`src/rtl/stack_arb_pkg.sv`:
```
// -----------------------------------------------------------------------------
// stack_arb_pkg
// Shared definitions for the stack arbiter and the calculator top that owns it:
//   op_e     - requester operation codes (push, pop, replace, clear)
//   state_e  - arbiter FSM state encodings
//   op_rejected() - decides whether an op must be refused for the current
//                   stack occupancy
// -----------------------------------------------------------------------------
package stack_arb_pkg;

   typedef enum logic [1:0] {
      OP_PUSH    = 2'b00,
      OP_POP     = 2'b01,
      OP_REPLACE = 2'b10,
      OP_CLEAR   = 2'b11
   } op_e;

   typedef enum logic [2:0] {
      IDLE  = 3'd0,
      ISSUE = 3'd1,
      GAP   = 3'd2,
      WAIT  = 3'd3,
      DONE  = 3'd4
   } state_e;

   // Pop/replace need at least one element; push needs a free slot.
   // Clear is always legal.
   function automatic logic op_rejected(input op_e op, input logic empty,
                                        input logic full);
      logic rej;
      rej = 1'b0;
      case (op)
         OP_PUSH:            rej = full;
         OP_POP, OP_REPLACE: rej = empty;
         default:            rej = 1'b0;
      endcase
      return rej;
   endfunction

endpackage

```
`src/rtl/stack_arb_if.sv`:
```
// -----------------------------------------------------------------------------
// stack_arb_if
// Bundles every signal of the stack arbiter except clk/reset.
//   Requester side : rN_req, rN_op, rN_data (to arbiter), rN_gnt, rN_done
//   Shared result  : res_top, res_size, res_err (valid while a done is high)
//   Stack command  : st_push, st_pop, st_replace, st_reset, st_in
//   Stack status   : st_top, st_size, st_error, st_vld
//   Status         : busy
// Modports: slave = arbiter view, master = requesters + stack view.
// -----------------------------------------------------------------------------
interface stack_arb_if #(
   parameter int W  = 32,
   parameter int SW = 10
);
   logic          r0_req;
   logic [1:0]    r0_op;
   logic [W-1:0]  r0_data;
   logic          r0_gnt;
   logic          r0_done;

   logic          r1_req;
   logic [1:0]    r1_op;
   logic [W-1:0]  r1_data;
   logic          r1_gnt;
   logic          r1_done;

   logic [W-1:0]  res_top;
   logic [SW-1:0] res_size;
   logic          res_err;

   logic          st_push;
   logic          st_pop;
   logic          st_replace;
   logic          st_reset;
   logic [W-1:0]  st_in;

   logic [W-1:0]  st_top;
   logic [SW-1:0] st_size;
   logic          st_error;
   logic          st_vld;

   logic          busy;

   modport slave (
      input  r0_req, r0_op, r0_data, r1_req, r1_op, r1_data,
      input  st_top, st_size, st_error, st_vld,
      output r0_gnt, r0_done, r1_gnt, r1_done,
      output res_top, res_size, res_err,
      output st_push, st_pop, st_replace, st_reset, st_in,
      output busy
   );

   modport master (
      output r0_req, r0_op, r0_data, r1_req, r1_op, r1_data,
      output st_top, st_size, st_error, st_vld,
      input  r0_gnt, r0_done, r1_gnt, r1_done,
      input  res_top, res_size, res_err,
      input  st_push, st_pop, st_replace, st_reset, st_in,
      input  busy
   );

endinterface

```
`src/rtl/stack_arb_rr_arb2.sv`:
```
// -----------------------------------------------------------------------------
// rr_arb2
// Two-way round-robin selector, purely combinational.
//   req[1:0] in  - request lines of requester 1 and 0
//   last     in  - requester served most recently
//   sel      out - index of the requester to serve (meaningful when |req)
// On contention the requester that was not served last wins.
// -----------------------------------------------------------------------------
module rr_arb2 (
   input  logic [1:0] req,
   input  logic       last,
   output logic       sel
);

   assign sel = (req == 2'b11) ? ~last : req[1];

endmodule

```
`src/rtl/stack_arb.sv`:
```
// -----------------------------------------------------------------------------
// stack_arb
// Arbitrates two requesters onto a single stack unit. One operation is in
// flight at a time: IDLE -> ISSUE (command pulse) -> GAP -> WAIT (until the
// stack reports st_vld, or TMO cycles elapse) -> DONE (result + done) -> IDLE.
// Ops the stack cannot honour (pop/replace when empty, push when full) are
// answered immediately with gnt+done and res_err, without touching the stack.
//   clk   in  - clock
//   reset in  - synchronous active-high reset
//   bus       - stack_arb_if.slave (requesters, stack command/status, busy)
// Parameters: W word width, SW size width, DEPTH capacity, TMO wait limit.
// -----------------------------------------------------------------------------
module stack_arb
   import stack_arb_pkg::*;
#(
   parameter int W     = 32,
   parameter int SW    = 10,
   parameter int DEPTH = 1023,
   parameter int TMO   = 255
) (
   input  logic        clk,
   input  logic        reset,
   stack_arb_if.slave  bus
);

   localparam int CW = (TMO > 1) ? $clog2(TMO) + 1 : 1;

   state_e        state_q, state_d;
   op_e           op_q;
   logic [W-1:0]  data_q;
   logic          sel_q;      // requester being served
   logic          rej_q;      // op refused at selection time
   logic          tmo_q;      // stack never answered
   logic          last_q;     // requester served most recently
   logic [CW-1:0] cnt_q;

   logic [1:0]    req;
   logic          sel;
   op_e           req_op;
   logic [W-1:0]  req_data;
   logic          st_empty, st_full;
   logic          accept, reject, timeout;

   logic [1:0]    gnt, done;

   assign req      = {bus.r1_req, bus.r0_req};
   assign req_op   = op_e'(sel ? bus.r1_op : bus.r0_op);
   assign req_data = sel ? bus.r1_data : bus.r0_data;
   assign st_empty = (bus.st_size == '0);
   assign st_full  = (bus.st_size == SW'(DEPTH));

   rr_arb2 u_rr (
      .req  (req),
      .last (last_q),
      .sel  (sel)
   );

   // Next-state logic.
   always_comb begin
      // NOTE: every output of this block gets a default first so no path
      // leaves it unassigned and no latch is inferred.
      state_d = state_q;
      accept  = 1'b0;
      reject  = 1'b0;
      timeout = 1'b0;
      case (state_q)
         IDLE: begin
            // Status is only trusted while the stack is idle (st_vld).
            if (bus.st_vld && (|req)) begin
               accept  = 1'b1;
               reject  = op_rejected(req_op, st_empty, st_full);
               state_d = reject ? DONE : ISSUE;
            end
         end
         ISSUE: state_d = GAP;
         GAP:   state_d = WAIT;
         WAIT: begin
            if (bus.st_vld) begin
               state_d = DONE;
            end else if (cnt_q == CW'(TMO - 1)) begin
               timeout = 1'b1;
               state_d = DONE;
            end
         end
         DONE:    state_d = IDLE;
         default: state_d = IDLE;
      endcase
   end

   // State and latched-request registers.
   always_ff @(posedge clk) begin
      // NOTE: state registers use non-blocking assignments so every flop
      // samples pre-edge values regardless of statement order.
      if (reset) begin
         // NOTE: the latched op/data are reset too, even though outputs are
         // gated by state, so nothing stale survives an aborted operation.
         state_q <= IDLE;
         op_q    <= OP_PUSH;
         data_q  <= '0;
         sel_q   <= 1'b0;
         rej_q   <= 1'b0;
         tmo_q   <= 1'b0;
         last_q  <= 1'b1;   // "last served = 1" gives requester 0 priority
         cnt_q   <= '0;
      end else begin
         state_q <= state_d;
         if (accept) begin
            op_q   <= req_op;
            data_q <= req_data;
            sel_q  <= sel;
            last_q <= sel;
            rej_q  <= reject;
            tmo_q  <= 1'b0;
         end
         if (state_q == GAP) begin
            cnt_q <= '0;
         end else if (state_q == WAIT) begin
            cnt_q <= cnt_q + 1'b1;
         end
         if (timeout) begin
            tmo_q <= 1'b1;
         end
      end
   end

   // Output decode, purely from state so reset clears everything at once.
   always_comb begin
      gnt            = '0;
      done           = '0;
      bus.st_push    = 1'b0;
      bus.st_pop     = 1'b0;
      bus.st_replace = 1'b0;
      bus.st_reset   = 1'b0;
      bus.st_in      = '0;
      bus.res_top    = '0;
      bus.res_size   = '0;
      bus.res_err    = 1'b0;
      case (state_q)
         ISSUE: begin
            gnt[sel_q] = 1'b1;
            bus.st_in  = data_q;
            case (op_q)
               OP_PUSH:    bus.st_push    = 1'b1;
               OP_POP:     bus.st_pop     = 1'b1;
               OP_REPLACE: bus.st_replace = 1'b1;
               default:    bus.st_reset   = 1'b1;
            endcase
         end
         DONE: begin
            // A rejected op never passed through ISSUE, so its grant is
            // given together with done.
            gnt[sel_q]   = rej_q;
            done[sel_q]  = 1'b1;
            bus.res_top  = bus.st_top;
            bus.res_size = bus.st_size;
            bus.res_err  = bus.st_error | rej_q | tmo_q;
         end
         default: ;
      endcase
   end

   assign bus.r0_gnt  = gnt[0];
   assign bus.r1_gnt  = gnt[1];
   assign bus.r0_done = done[0];
   assign bus.r1_done = done[1];
   assign bus.busy    = (state_q != IDLE);

endmodule

```
`src/flat_wrapper.sv`:
```
// flat-port wrapper written by rule: the top's interface ports become plain ports
module stack_arb_flat import stack_arb_pkg::*;
#(
   parameter int W     = 32,
   parameter int SW    = 10,
   parameter int DEPTH = 1023,
   parameter int TMO   = 255
)
  (clk, reset, bus_r0_req, bus_r0_op, bus_r0_data, bus_r1_req, bus_r1_op, bus_r1_data, bus_st_top, bus_st_size, bus_st_error, bus_st_vld, bus_r0_gnt, bus_r0_done, bus_r1_gnt, bus_r1_done, bus_res_top, bus_res_size, bus_res_err, bus_st_push, bus_st_pop, bus_st_replace, bus_st_reset, bus_st_in, bus_busy);
  stack_arb_if #(.W(W), .SW(SW)) bus_i ();
  input  logic clk;
  input  logic reset;
  input wire logic [$bits(bus_i.r0_req)-1:0] bus_r0_req;
  input wire logic [$bits(bus_i.r0_op)-1:0] bus_r0_op;
  input wire logic [$bits(bus_i.r0_data)-1:0] bus_r0_data;
  input wire logic [$bits(bus_i.r1_req)-1:0] bus_r1_req;
  input wire logic [$bits(bus_i.r1_op)-1:0] bus_r1_op;
  input wire logic [$bits(bus_i.r1_data)-1:0] bus_r1_data;
  input wire logic [$bits(bus_i.st_top)-1:0] bus_st_top;
  input wire logic [$bits(bus_i.st_size)-1:0] bus_st_size;
  input wire logic [$bits(bus_i.st_error)-1:0] bus_st_error;
  input wire logic [$bits(bus_i.st_vld)-1:0] bus_st_vld;
  output wire logic [$bits(bus_i.r0_gnt)-1:0] bus_r0_gnt;
  output wire logic [$bits(bus_i.r0_done)-1:0] bus_r0_done;
  output wire logic [$bits(bus_i.r1_gnt)-1:0] bus_r1_gnt;
  output wire logic [$bits(bus_i.r1_done)-1:0] bus_r1_done;
  output wire logic [$bits(bus_i.res_top)-1:0] bus_res_top;
  output wire logic [$bits(bus_i.res_size)-1:0] bus_res_size;
  output wire logic [$bits(bus_i.res_err)-1:0] bus_res_err;
  output wire logic [$bits(bus_i.st_push)-1:0] bus_st_push;
  output wire logic [$bits(bus_i.st_pop)-1:0] bus_st_pop;
  output wire logic [$bits(bus_i.st_replace)-1:0] bus_st_replace;
  output wire logic [$bits(bus_i.st_reset)-1:0] bus_st_reset;
  output wire logic [$bits(bus_i.st_in)-1:0] bus_st_in;
  output wire logic [$bits(bus_i.busy)-1:0] bus_busy;
  assign bus_i.r0_req = bus_r0_req;
  assign bus_i.r0_op = bus_r0_op;
  assign bus_i.r0_data = bus_r0_data;
  assign bus_i.r1_req = bus_r1_req;
  assign bus_i.r1_op = bus_r1_op;
  assign bus_i.r1_data = bus_r1_data;
  assign bus_i.st_top = bus_st_top;
  assign bus_i.st_size = bus_st_size;
  assign bus_i.st_error = bus_st_error;
  assign bus_i.st_vld = bus_st_vld;
  assign bus_r0_gnt = bus_i.r0_gnt;
  assign bus_r0_done = bus_i.r0_done;
  assign bus_r1_gnt = bus_i.r1_gnt;
  assign bus_r1_done = bus_i.r1_done;
  assign bus_res_top = bus_i.res_top;
  assign bus_res_size = bus_i.res_size;
  assign bus_res_err = bus_i.res_err;
  assign bus_st_push = bus_i.st_push;
  assign bus_st_pop = bus_i.st_pop;
  assign bus_st_replace = bus_i.st_replace;
  assign bus_st_reset = bus_i.st_reset;
  assign bus_st_in = bus_i.st_in;
  assign bus_busy = bus_i.busy;
  stack_arb #(.W(W), .SW(SW), .DEPTH(DEPTH), .TMO(TMO)) u_core (.clk(clk), .reset(reset), .bus(bus_i));
endmodule
```
`config.mk`:
```
export PLATFORM = sky130hd
export DESIGN_NAME = stack_arb_flat
export DESIGN_NICKNAME = d
export VERILOG_FILES = /design/src/rtl/stack_arb_pkg.sv /design/src/rtl/stack_arb_if.sv /design/src/rtl/stack_arb_rr_arb2.sv /design/src/rtl/stack_arb.sv /design/src/flat_wrapper.sv
export SDC_FILE = /design/constraint.sdc
export NUM_CORES = 1
export LEC_CHECK = 0
export BUFFER_PORTS_ARGS = -buffer_cell sky130_fd_sc_hd__buf_2
export CORE_ASPECT_RATIO = 0.5
export CORE_MARGIN = 10
export CORE_UTILIZATION = 40
export DETAILED_ROUTE_END_ITERATION = 8
export HOLD_SLACK_MARGIN = 0.08
export PLACE_DENSITY = 0.76
export SLEW_MARGIN = 30
export SYNTH_ARGS = -nofsm -noshare
export SYNTH_HDL_FRONTEND = slang
export SYNTH_SLANG_ARGS = --single-unit
```
`constraint.sdc`:
```
create_clock -name clk -period 2.7 [get_ports clk]
set_input_delay 0.405 -clock clk [delete_from_list [all_inputs] [get_ports clk]]
set_output_delay 0.405 -clock clk [all_outputs]
set_load 0.1 [all_outputs]
```
# ---- Word level (Yosys, flattened, before mapping)
# Cells that the tools add are included.
dict set report totals {
  out_inout_bits 84
  register_bits 50
  word_cells 77
}
dict set report classes {
  addsub 1
  magnitude_cmp 2
  n_eq_ne 13
  n_mux 36
  n_reduce_logical 13
  bitwise 4
}
# op count
set ops {}
lappend ops {{32-bit two-way mux} 3}
lappend ops {{1-bit two-way mux} 22}
lappend ops {{3-bit two-way mux} 4}
lappend ops {{3-bit case mux with 4 select lines} 1}
lappend ops {{10-bit equality test (second input constant)} 1}
lappend ops {{10-bit logical NOT} 1}
lappend ops {{10-bit two-way mux} 1}
lappend ops {{9-bit by 1-bit adder with 9-bit output (second input constant)} 1}
lappend ops {{9-bit by 8-bit equality test with 1-bit output (second input constant)} 1}
lappend ops {{2-bit equality test (second input constant)} 3}
lappend ops {{3-bit by 2-bit equality test with 1-bit output (second input constant)} 2}
lappend ops {{2-bit OR reduction} 3}
lappend ops {{2-bit by 1-bit equality test with 1-bit output (second input constant)} 2}
lappend ops {{2-bit logical NOT} 2}
lappend ops {{2-bit two-way mux} 2}
lappend ops {{2-bit case mux with 2 select lines} 1}
lappend ops {{3-bit by 1-bit equality test with 1-bit output (second input constant)} 1}
lappend ops {{3-bit equality test (second input constant)} 1}
lappend ops {{3-bit logical NOT} 1}
lappend ops {{3-bit by 2-bit inequality test with 1-bit output (second input constant)} 1}
lappend ops {{3-bit nonzero test} 1}
lappend ops {{3-bit OR reduction} 1}
lappend ops {{2-bit AND} 1}
lappend ops {{1-bit logical AND} 2}
lappend ops {{other kinds (9)} 10}

# ---- Depth between registers and ports, before layout
dict set report depth {
  word_depth 11
  depth_mapped 8
}

# ---- Modules after synthesis
# A second synthesis with hierarchy kept.
dict set report hier_totals {
  cells_unflattened 352
  hier_area_um2 3114.2
}
# mod cells_per_inst n_inst area_per_inst_um2
set modules_own_cells {}
lappend modules_own_cells {stack_arb 351 1 3103.0}
lappend modules_own_cells {rr_arb2 1 1 11.3}

# ---- Least setup slack after synthesis
# No wires, ideal clock.
dict set report synth_timing {
  kind {register -> output}
  start {register u_core.state_q[0]}
  end {output bus_st_push}
  path_slack_ns -0.768
  t_arrival_ns 3.063
  path_stages_with_launch 4
  path_buffers 1
  cell_sequence {dfxtp_1 buf_2 nor3b_2 nor3b_1}
}
dict set report synth_between {
  elab_chain_len 2
}
# item line
set synth_lines {}
lappend synth_lines {{from (decl)} stack_arb.sv:28} ;# state_e state_q, state_d;
lappend synth_lines {{from (signal assigned)} stack_arb.sv:106} ;# state_q <= state_d;
lappend synth_lines {{3-bit by 1-bit equality test with 1-bit output} stack_arb.sv:138} ;# case (state_q)
lappend synth_lines {{1-bit two-way mux} stack_arb.sv:138}
lappend synth_lines {{to (decl)} flat_wrapper.sv:30} ;# output wire logic [$bits(bus_i.st_push)-1:0] bus_st_push;
# No other way between the ends.

# ---- Worst setup path in the final report
dict set report layout_timing {
  start {register u_core.state_q[2]}
  end {output bus_r0_gnt}
}
dict set report layout_between {
  elab_chain_len 2
  elab_cells_between_ends 3
  classes_between {eq/ne (2); mux (1)}
}
# item line
set layout_lines {}
lappend layout_lines {{3-bit equality test / 3-bit by 1-bit equality test with 1-bit output (equally long branches)} stack_arb.sv:138}
lappend layout_lines {{2-bit case mux with 2 select lines *} stack_arb.sv:138}
lappend layout_lines {{to (decl)} flat_wrapper.sv:23} ;# output wire logic [$bits(bus_i.r0_gnt)-1:0] bus_r0_gnt;
# Every way passes the cells marked *; elsewhere a longest branch is shown, timed or not.

==> flow_summary_export.csv <==
group,metric,value,unit
global_route,grt_start_max_net_pins,70,
sta,period_share,84.5,%
setup_path,critPathSlowestCell,"dfxtp_1",
setup_path,path_depth,6,
drt,route.antenna.remaining_nets,0,
synthesis,synth_commonest_cells,"53 x nor2_1, 50 x dfxtp_1, 45 x and3_1",
finish,insertedDiodeCount,0,
finish,fillers,620,
setup_path,cpPeakStageDelay,0.35,ns
drt,drc,0,
clock_network,cts_max_path_buffers,2,
synthesis,syn_avg_cell_area,8.82,um^2
drt,wire_per_inst,16.1,um
synthesis,syn_area,3140,um^2
synthesis,yosys_warnings,0,
setup_path,critPathLaunchType,"flip-flop",
floorplan,start_util,41.9,%
hold_path,min_path_cells,3,
outcome,status,"finished, final reports clean",
floorplan,fp.coreArea,7490,um^2
sta,clock-skew-final,0.00506,ns
drt,firstDrtPassIters,4,
synthesis,synth_seq_cells,50,
synthesis,async_flop_share,0,%
global_route,grt_pass1_vias,3254,
synthesis,syn-num-nets,475,
sta,worst_pin_slew,0.680,ns
floorplan,boundaryPins,200,
finish,finalNetCount,656,
sta,hold_viol_final,0,
drt,drt_iter0_markers,156,
setup_path,crit_family,"buffers and inverters",
clock_network,postCtsHoldBufs,0,
place,numPortBuffers,199,
hold_path,worst_hold_path_type,"input pin to flip-flop",
finish,drive_gt1_share,48.5,%
global_route,overflow,0,
floorplan,die_w,145,um
sta,fin_ws,0.418,ns
finish,area_growth,56.6,%
global_route,antenna_found_initial,0,
sta,rsz0062_at_grt,"false",
sta,period_needed,2.28,ns
clock_network,clkSlewWorstSetupHoldPaths,0.06,ns
clock_network,cts_setup_buffers,0,
setup_path,critPathArrivalTime,1.88,ns
synthesis,yosysMostFrequentCell,"nor2_1",
global_route,track_usage,16.0,%
clock_network,cts_inserted_buffers,5,
place,hpwl,8200,um
setup_path,crit_path_end_kind,"primary output",
place,gp_congestion,0.762,
setup_path,path_max_fanout,37,
floorplan,die_area,12000,um^2
clock_network,cts_sinks,50,
power_and_ir_drop,p_leak,2.35,nW
setup_path,path_cells,"buf_4, nor3b_2, buf_4, a21oi_1, nor2_1, buf_12",
synthesis,syn_inst,356,
synthesis,synth_flop_cell,"dfxtp_1",
setup_path,crit_buf_inv,3,
sta,fmax,0.438,GHz
sta,slew_violations,0,
clock_network,cts_max_level,2,
drt,via_count,3209,
place,dp_slack,0.481,ns
synthesis,yosys.area.top_type_share,31.9,%
synthesis,ys_seq_area_share,31.9,%
drt,viasPerCell,4.97,
finish,fin_util,65.6,%
power_and_ir_drop,peakVddDrop,290,uV
setup_path,worstSetupPathType,"flip-flop to primary output",
run,maxCapViolations,0,
synthesis,synth.area.top_cells,"dfxtp_1 32%, a211oi_2 13%, mux2i_1 10%",
setup_path,worst_r2r_path_depth,7,
setup_path,r2r_slack,0.72,ns
power_and_ir_drop,power_density,529,nW/um^2
finish,ff_latch_area,1000,um^2
floorplan,dieHeight,82.6,um
drt,routed_wl,10400,um
sta,maxSlewHeadroom,54.7,%
synthesis,synth_edf_count,0,
setup_path,path_common_cell,"buf_4",
global_route,grt_pass1_wl,16000,um
sta,fin_tns_setup,0,ns
clock_network,cts_resized,0,
clock_network,cts_tree,"built",
finish,multiInputGateArea,1970,um^2
setup_path,worstPathRequired,2.30,ns
clock_network,root_buffer,"clkbuf_16",
clock_network,clk_latency,0.29,ns
synthesis,ys_types,44,
sta,final-setup-viol-count,0,
floorplan,num_rows,22,
synthesis,yosysTopAreaCell,"dfxtp_1",
==> cell families (layout without fill, tap and decap cells) <==
group | after synthesis | in the layout | share of synthesized area (%)
compound gates | 52 | 52 | 17.3
xor+xnor | 6 | 6 | 1.67
fa+ha+maj | 3 | 3 | 1.20
buf+inv | 36 | 218 | 6.30
flops | 50 | 50 | 31.9
mux | 35 | 35 | 11.3
simple gates | 174 | 174 | 30.3
==> metal layers <==
layer / routed length (um) / vias up / track usage [%]
li1: - / 1621 / -
met1: 4150 / 1470 / 17.4
met2: 5240 / 112 / 29.0
met3: 904 / 6 / 6.84
met4: 78 / 0 / 3.81
met5: 0 / - / 0
==> state kept, by name, indices dropped and copies added, names as in the netlist <==
name,cells
u_core.cnt_q,9
u_core.data_q,32
u_core.last_q,1
u_core.op_q,2
u_core.rej_q,1
u_core.sel_q,1
u_core.state_q,3
u_core.tmo_q,1
==> cell type report <==
| cell class | count | area share (%) |
|---|---|---|
| multi-input combinational | 270 | 40.0 |
| timing repair buffer | 206 | 33.2 |
| sequential | 50 | 20.4 |
| tap | 108 | 2.75 |
| clock buffer | 5 | 2.55 |
| clock inverter | 3 | 0.815 |
| inverter | 4 | 0.305 |
==> worst paths after layout <==
check                    start                end
min reg2reg    u_core.cnt_q[0]    u_core.cnt_q[0]
max          u_core.state_q[2]         bus_r0_gnt
min            bus_r0_data[21]  u_core.data_q[21]
max reg2reg      u_core.last_q  u_core.state_q[0]
==> placed cells by master, fill, tap and decap left out, drive strengths merged, types with 4 or more instances in the layout <==
master and instances:
a211oi 35, a21oi 6, and2 33, and3 45, buf 206, clkbuf 5
dfxtp 50, inv 4, mux2i 32, nand2 12, nand4 4, nor2 54
nor3 6, nor4 7, xnor2 4
==> through the flow <==
step	cells	instance area [um^2]	hold slack, ns	total power [mW]
floorplan	356	3150	0.432	1.61
global placement	638	4750	0.487	1.91
detailed placement	638	4750	0.492	1.93
CTS	646	4910	0.484	2.63
global route	646	4910	0.493	2.74
finish	646	4910	0.488	2.60
==> power by group <==
part | switching (mW) | internal [mW]
clock network | 0.264 | 0.434
registers | 0.0534 | 0.817
logic | 0.662 | 0.372
==> worst min-delay path: stages <==
cell and delay (ns):
buf_2 0.09, mux2i_1 0.14, a211oi_2 0.08
(Power assumes the default switching activity.)
